`src/rtl/uart_transmitter.sv`:
```
// 8N1 UART transmit path: a small byte FIFO fed by a valid/ready handshake,
// drained by a serialiser that emits start, eight data bits LSB first, and stop.
module uart_transmitter #(
    parameter int CLOCK_PER_BIT = 54,
    parameter int FIFO_ADDR     = 2
) (
    input  logic       clock,
    input  logic       reset,
    input  logic       send,
    input  logic [7:0] send_data,
    output logic       ready,
    output logic       out,
    output logic       busy,
    output logic       sent
);

    localparam int DEPTH   = 2 ** FIFO_ADDR;
    localparam int TIMER_W = (CLOCK_PER_BIT > 1) ? $clog2(CLOCK_PER_BIT) : 1;

    typedef enum logic [1:0] {
        ST_IDLE  = 2'd0,
        ST_START = 2'd1,
        ST_DATA  = 2'd2,
        ST_STOP  = 2'd3
    } state_t;

    state_t               state_r;
    logic [TIMER_W-1:0]   timer_r;
    logic [2:0]           index_r;
    logic [7:0]           shift_r;
    logic                 out_r;
    logic                 sent_r;
    logic [7:0]           mem_r [DEPTH];
    logic [FIFO_ADDR-1:0] wr_ptr_r;
    logic [FIFO_ADDR-1:0] rd_ptr_r;
    logic [FIFO_ADDR:0]   count_r;

    logic                 fifo_empty_s;
    logic                 ready_s;
    logic                 bit_end_s;
    logic                 push_s;
    logic                 pop_s;

    // Handshake, bit-boundary detection and the pop request issued by the serialiser.
    always_comb begin
        fifo_empty_s = (count_r == {(FIFO_ADDR+1){1'b0}});
        ready_s      = (count_r != (FIFO_ADDR+1)'(DEPTH));
        bit_end_s    = (timer_r == TIMER_W'(CLOCK_PER_BIT - 1));
        push_s       = send && ready_s;
        pop_s        = 1'b0;
        case (state_r)
            ST_IDLE: pop_s = !fifo_empty_s;
            ST_STOP: pop_s = bit_end_s && !fifo_empty_s;
            default: pop_s = 1'b0;
        endcase
    end

    // FIFO storage; stale entries are harmless because the pointers are what reset clears.
    always_ff @(posedge clock) begin
        if (push_s) begin
            mem_r[wr_ptr_r] <= send_data;
        end
    end

    // FIFO pointers and occupancy; a simultaneous push and pop leaves the count alone.
    always_ff @(posedge clock) begin
        if (reset) begin
            wr_ptr_r <= {FIFO_ADDR{1'b0}};
            rd_ptr_r <= {FIFO_ADDR{1'b0}};
            count_r  <= {(FIFO_ADDR+1){1'b0}};
        end else begin
            if (push_s) begin
                wr_ptr_r <= wr_ptr_r + FIFO_ADDR'(1);
            end
            if (pop_s) begin
                rd_ptr_r <= rd_ptr_r + FIFO_ADDR'(1);
            end
            case ({push_s, pop_s})
                2'b10:   count_r <= count_r + (FIFO_ADDR+1)'(1);
                2'b01:   count_r <= count_r - (FIFO_ADDR+1)'(1);
                default: count_r <= count_r;
            endcase
        end
    end

    // Serialiser FSM; the stop bit chains straight into the next start bit when bytes are queued.
    always_ff @(posedge clock) begin
        if (reset) begin
            state_r <= ST_IDLE;
            timer_r <= {TIMER_W{1'b0}};
            index_r <= 3'd0;
            shift_r <= 8'h00;
            out_r   <= 1'b1;
            sent_r  <= 1'b0;
        end else begin
            // Registered pulse lands on the final cycle of the stop bit.
            sent_r <= (state_r == ST_STOP) && (timer_r == TIMER_W'(CLOCK_PER_BIT - 2));
            case (state_r)
                ST_IDLE: begin
                    timer_r <= {TIMER_W{1'b0}};
                    if (pop_s) begin
                        shift_r <= mem_r[rd_ptr_r];
                        out_r   <= 1'b0;
                        state_r <= ST_START;
                    end else begin
                        out_r   <= 1'b1;
                    end
                end
                ST_START: begin
                    if (bit_end_s) begin
                        timer_r <= {TIMER_W{1'b0}};
                        out_r   <= shift_r[0];
                        index_r <= 3'd0;
                        state_r <= ST_DATA;
                    end else begin
                        timer_r <= timer_r + TIMER_W'(1);
                    end
                end
                ST_DATA: begin
                    if (bit_end_s) begin
                        timer_r <= {TIMER_W{1'b0}};
                        if (index_r == 3'd7) begin
                            out_r   <= 1'b1;
                            state_r <= ST_STOP;
                        end else begin
                            shift_r <= {1'b0, shift_r[7:1]};
                            out_r   <= shift_r[1];
                            index_r <= index_r + 3'd1;
                        end
                    end else begin
                        timer_r <= timer_r + TIMER_W'(1);
                    end
                end
                ST_STOP: begin
                    if (bit_end_s) begin
                        timer_r <= {TIMER_W{1'b0}};
                        if (pop_s) begin
                            shift_r <= mem_r[rd_ptr_r];
                            out_r   <= 1'b0;
                            state_r <= ST_START;
                        end else begin
                            state_r <= ST_IDLE;
                        end
                    end else begin
                        timer_r <= timer_r + TIMER_W'(1);
                    end
                end
                default: begin
                    state_r <= ST_IDLE;
                    timer_r <= {TIMER_W{1'b0}};
                    out_r   <= 1'b1;
                end
            endcase
        end
    end

    assign ready = ready_s;
    assign out   = out_r;
    assign busy  = (state_r != ST_IDLE) || !fifo_empty_s;
    assign sent  = sent_r;

endmodule

```
`config.mk`:
```
export PLATFORM = sky130hd
export DESIGN_NAME = uart_transmitter
export DESIGN_NICKNAME = d
export VERILOG_FILES = /design/src/rtl/uart_transmitter.sv
export SDC_FILE = /design/constraint.sdc
export NUM_CORES = 1
export LEC_CHECK = 0
export CORE_MARGIN = 4
export CORE_UTILIZATION = 59
export CTS_CLUSTER_DIAMETER = 40
export DETAILED_ROUTE_END_ITERATION = 6
export PLACE_DENSITY = 0.89
export SETUP_SLACK_MARGIN = 0.2
export SYNTH_ARGS = -nofsm -noshare
export SYNTH_HDL_FRONTEND = slang
export SYNTH_SLANG_ARGS = --single-unit
```
`constraint.sdc`:
```
create_clock -name clock -period 3 [get_ports clock]
set_clock_uncertainty 0.1 [all_clocks]
set_input_delay 0.6 -clock clock [delete_from_list [all_inputs] [get_ports clock]]
set_output_delay 0.6 -clock clock [all_outputs]
set_load 0.1 [all_outputs]
```
==> run_results.csv <==
group,metric,value,unit
sta,final-setup-viol-count,0,
yosys,synth_top_family_by_area,"simple AND/OR/NAND/NOR gates",
sta,timing.fmax,383,MHz
clocking,path_clk_slew,70,ps
global_routing,grt_pass1_wl,8740,µm
yosys,ys.warnings.count,0,
floorplanning,floorplan.die_area,6030,µm²
final_layout,finish.utilization,0.679,
worst_setup_path,worst-path-max-fanout,6,
sta,final_count_of_pins_violating_max_slew,0,
worst_setup_path,critical_path_start_end_classification,"flop to flop",
final_layout,final-seq-area,1560,µm²
sta,minimum_clock_period,2610,ps
yosys,synth.area.mux_share,0.0665,
global_routing,grt-ovfl-total,0,
final_layout,num-fill-cells,335,
sta,max-slew-margin-rel,0.550,
placed_design,hpwl,3380,µm
yosys,yosys_register_bits,62,
flow_run,maxCapViolCount,0,
route,drtIter0Drc,105,
final_layout,multi_input_area,1190,µm²
placed_design,io_buffer_count,14,
route,routed_wl,5140,µm
power_and_ir_drop,peakVddDrop,682,µV
yosys,synth_top_cell_by_area,"sky130_fd_sc_hd__edfxtp_1",
clocking,clk_root_buffer_cell,"sky130_fd_sc_hd__clkbuf_8",
power_and_ir_drop,power_density_relative_to_cell_area,974,nW/µm²
sta,grt_setup_unrepaired,"no",
hold_path,hold_path_class,"flop to flop",
global_routing,gr-usage-all-layers,0.190,
final_layout,design.final.nets,294,
clocking,cts_buffers,9,
run_status,status,"finished, final reports clean",
yosys,synth_top_area_share,0.336,
floorplanning,die_height,77.6,µm
yosys,synth_enable_flop_cells,32,
sta,layout_worst_path_cycle_share,0.869,
final_layout,flow.area_growth_from_synthesis,12.2,%
route,detail_route.wl_per_cell,15.2,µm
floorplanning,std_cell_rows,25,
floorplanning,x_dimension_of_the_die,77.6,µm
route,detail_route.vias_per_cell,5.56,
yosys,synth_simple_gate_area_frac,0.148,
yosys,netlist_instances,248,
floorplanning,floorplan.io_pins,15,
yosys,synth_fa_ha_area_frac,0.0770,
floorplanning,initial_util,0.606,
route,via_count,1879,
global_routing,grt_max_degree,19,
sta,setup_tns,0,ps
yosys,synth_top_flop_cell,"sky130_fd_sc_hd__edfxtp_1",
final_layout,diodes,0,
yosys,post_synth_main_area_contributors,"sky130_fd_sc_hd__edfxtp_1 34%, sky130_fd_sc_hd__dfxtp_1 21%, sky130_fd_sc_hd__ha_1 7.0%",
yosys,synth_compound_area_frac,0.0936,
yosys,synthesis.nets,276,
final_layout,final_common_cell,"sky130_fd_sc_hd__edfxtp_1",
global_routing,first_global_vias,1853,
sta,max_slew.worst_pin.slew,675,ps
worst_setup_path,sort_of_element_at_the_start_of_the_critical_path,"flop",
yosys,share_of_the_synthesized_netlist_area_taken_by_xor_and_xnor_gates,0.0276,
worst_setup_path,endpoint_kind,"flop",
yosys,mappedNetlistArea,2860,µm²
power_and_ir_drop,power_leakage,1.17,nW
route,detail_route.drc_violations,0,
worst_setup_path,cp_data_required_time,3160,ps
final_layout,final_layout_size_suffix_gt1_frac,0.159,
clocking,tritoncts,"built",
clocking,cts_num_sinks,62,
worst_setup_path,critical_path_arrival,2770,ps
clocking,clock_tree.buffer_depth,2,
global_routing,number_of_antenna_violations_at_the_first_check_in_global_routing,0,
route,drt.antenna.violating_nets,0,
yosys,async_reset_ff_frac,0,
route,detailedRoute.firstPassIterationCount,4,
yosys,yosys.cell_types.count,45,
floorplanning,fp.coreArea,4720,µm²
yosys,synthesis.area_per_instance,11.5,µm²
sta,final-hold-violation-count,0,
clocking,worstSkewPairLatency,340,ps
clocking,h-tree-depth,3,
placed_design,gp_congestion,0.774,
yosys,synth-seq-area-share,0.546,
final_layout,layout.cells.most_common_list,"32 x sky130_fd_sc_hd__edfxtp_1, 31 x sky130_fd_sc_hd__nand2_1, 30 x sky130_fd_sc_hd__dfxtp_1, 16 x sky130_fd_sc_hd__ha_1, 15 x sky130_fd_sc_hd__a21oi_1",
## report_power, final
part / total [mW] / internal [mW] / leakage [nW] / switching [mW]
registers: 1.19 / 1.07 / 0.538 / 0.117
logic: 1.29 / 0.476 / 0.548 / 0.814
clock network: 0.650 / 0.301 / 0.0813 / 0.349
total: 3.13 / 1.85 / 1.17 / 1.28
## synth_stat cells, types with 2 or more instances
cell type                  count
sky130_fd_sc_hd__edfxtp_1     32
sky130_fd_sc_hd__nand2_1      31
sky130_fd_sc_hd__dfxtp_1      30
sky130_fd_sc_hd__ha_1         16
sky130_fd_sc_hd__a21oi_1      15
sky130_fd_sc_hd__inv_1        13
sky130_fd_sc_hd__nand3_1      13
sky130_fd_sc_hd__nor2_1       13
sky130_fd_sc_hd__o21ai_0      13
sky130_fd_sc_hd__mux4_2        8
sky130_fd_sc_hd__xor2_1        7
sky130_fd_sc_hd__nor2_2        6
sky130_fd_sc_hd__and3_1        5
sky130_fd_sc_hd__clkbuf_1      5
sky130_fd_sc_hd__a22oi_1       3
sky130_fd_sc_hd__buf_6         3
sky130_fd_sc_hd__nor3_1        3
sky130_fd_sc_hd__or3_1         3
sky130_fd_sc_hd__o21ai_1       2
sky130_fd_sc_hd__xnor2_1       2
## flip-flops by register name (all words and copies together), names as in the netlist, named ones only
register and count:
wr_ptr_r 2, sent 1, out 1, timer_r 6
state_r 2, mem_r 32, rd_ptr_r 2, index_r 3
shift_r 8, count_r 3
## logic make-up after synthesis
group / after synthesis
compound gates: 42
xor+xnor: 9
fa+ha+maj: 17
buf+inv: 24
flops: 62
mux: 9
simple gates: 85
## per-stage QoR
stage          power, mW  std cells  hold slack, ps  area, µm²  setup slack, ps
3_5_place_dp        2.46        321             368       3030              253
4_1_cts             3.12        337             385       3200              316
2_1_floorplan       2.22        248             350       2870              295
3_3_place_gp        2.42        321             356       3030              348
6_report            3.13        338             379       3210              392
5_1_grt             3.33        338             419       3210              239
## what timing repair did
action                                  4_1_cts  5_1_grt
hold buffers                                  0        0
endpoints found under the setup margin        0        1
gates resized for setup                       0        0
setup buffers                                 0        1
endpoints found under the hold margin         0        0
## critical path, stage by stage, from the launching register on
cell and delay (ps):
sky130_fd_sc_hd__dfxtp_1 430, sky130_fd_sc_hd__and4b_1 390, sky130_fd_sc_hd__a31o_4 250, sky130_fd_sc_hd__nand2_4 70, sky130_fd_sc_hd__inv_1 60, sky130_fd_sc_hd__ha_1 160, sky130_fd_sc_hd__inv_1 60, sky130_fd_sc_hd__fa_1 380
sky130_fd_sc_hd__xor2_1 160, sky130_fd_sc_hd__or3_1 320, sky130_fd_sc_hd__a21oi_1 160
## routing by layer
metal | vias to the layer above | GRT usage | wire [µm]
met2 | 31 | 0.313 | 2630
met4 | 0 | 0.0783 | 63
li1 | 918 | - | -
met3 | 7 | 0.0708 | 224
met1 | 923 | 0.222 | 2230
met5 | - | 0 | 0
## layout make-up
cell class / count / share of cell area
repair buffers: 17 / 0.0476
clock buffers: 9 / 0.0386
multi-input cells: 162 / 0.370
well taps: 67 / 0.0261
flip-flops and latches: 62 / 0.487
clock inverters: 7 / 0.0152
inverters: 14 / 0.0164
## path summary, 6_finish.rpt
kind / to / slack [ps] / startpoint / cells past startpoint
max: count_r[2]$_SDFFE_PP0P_ / 390 / timer_r[2]$_SDFF_PP0_ / 10
min: out$_SDFFE_PP1P_ / 380 / out$_SDFFE_PP1P_ / 2
max reg2reg: count_r[2]$_SDFFE_PP0P_ / 390 / timer_r[2]$_SDFF_PP0_ / 10
min reg2reg: out$_SDFFE_PP1P_ / 380 / out$_SDFFE_PP1P_ / 2
(Power assumes the default switching activity.)
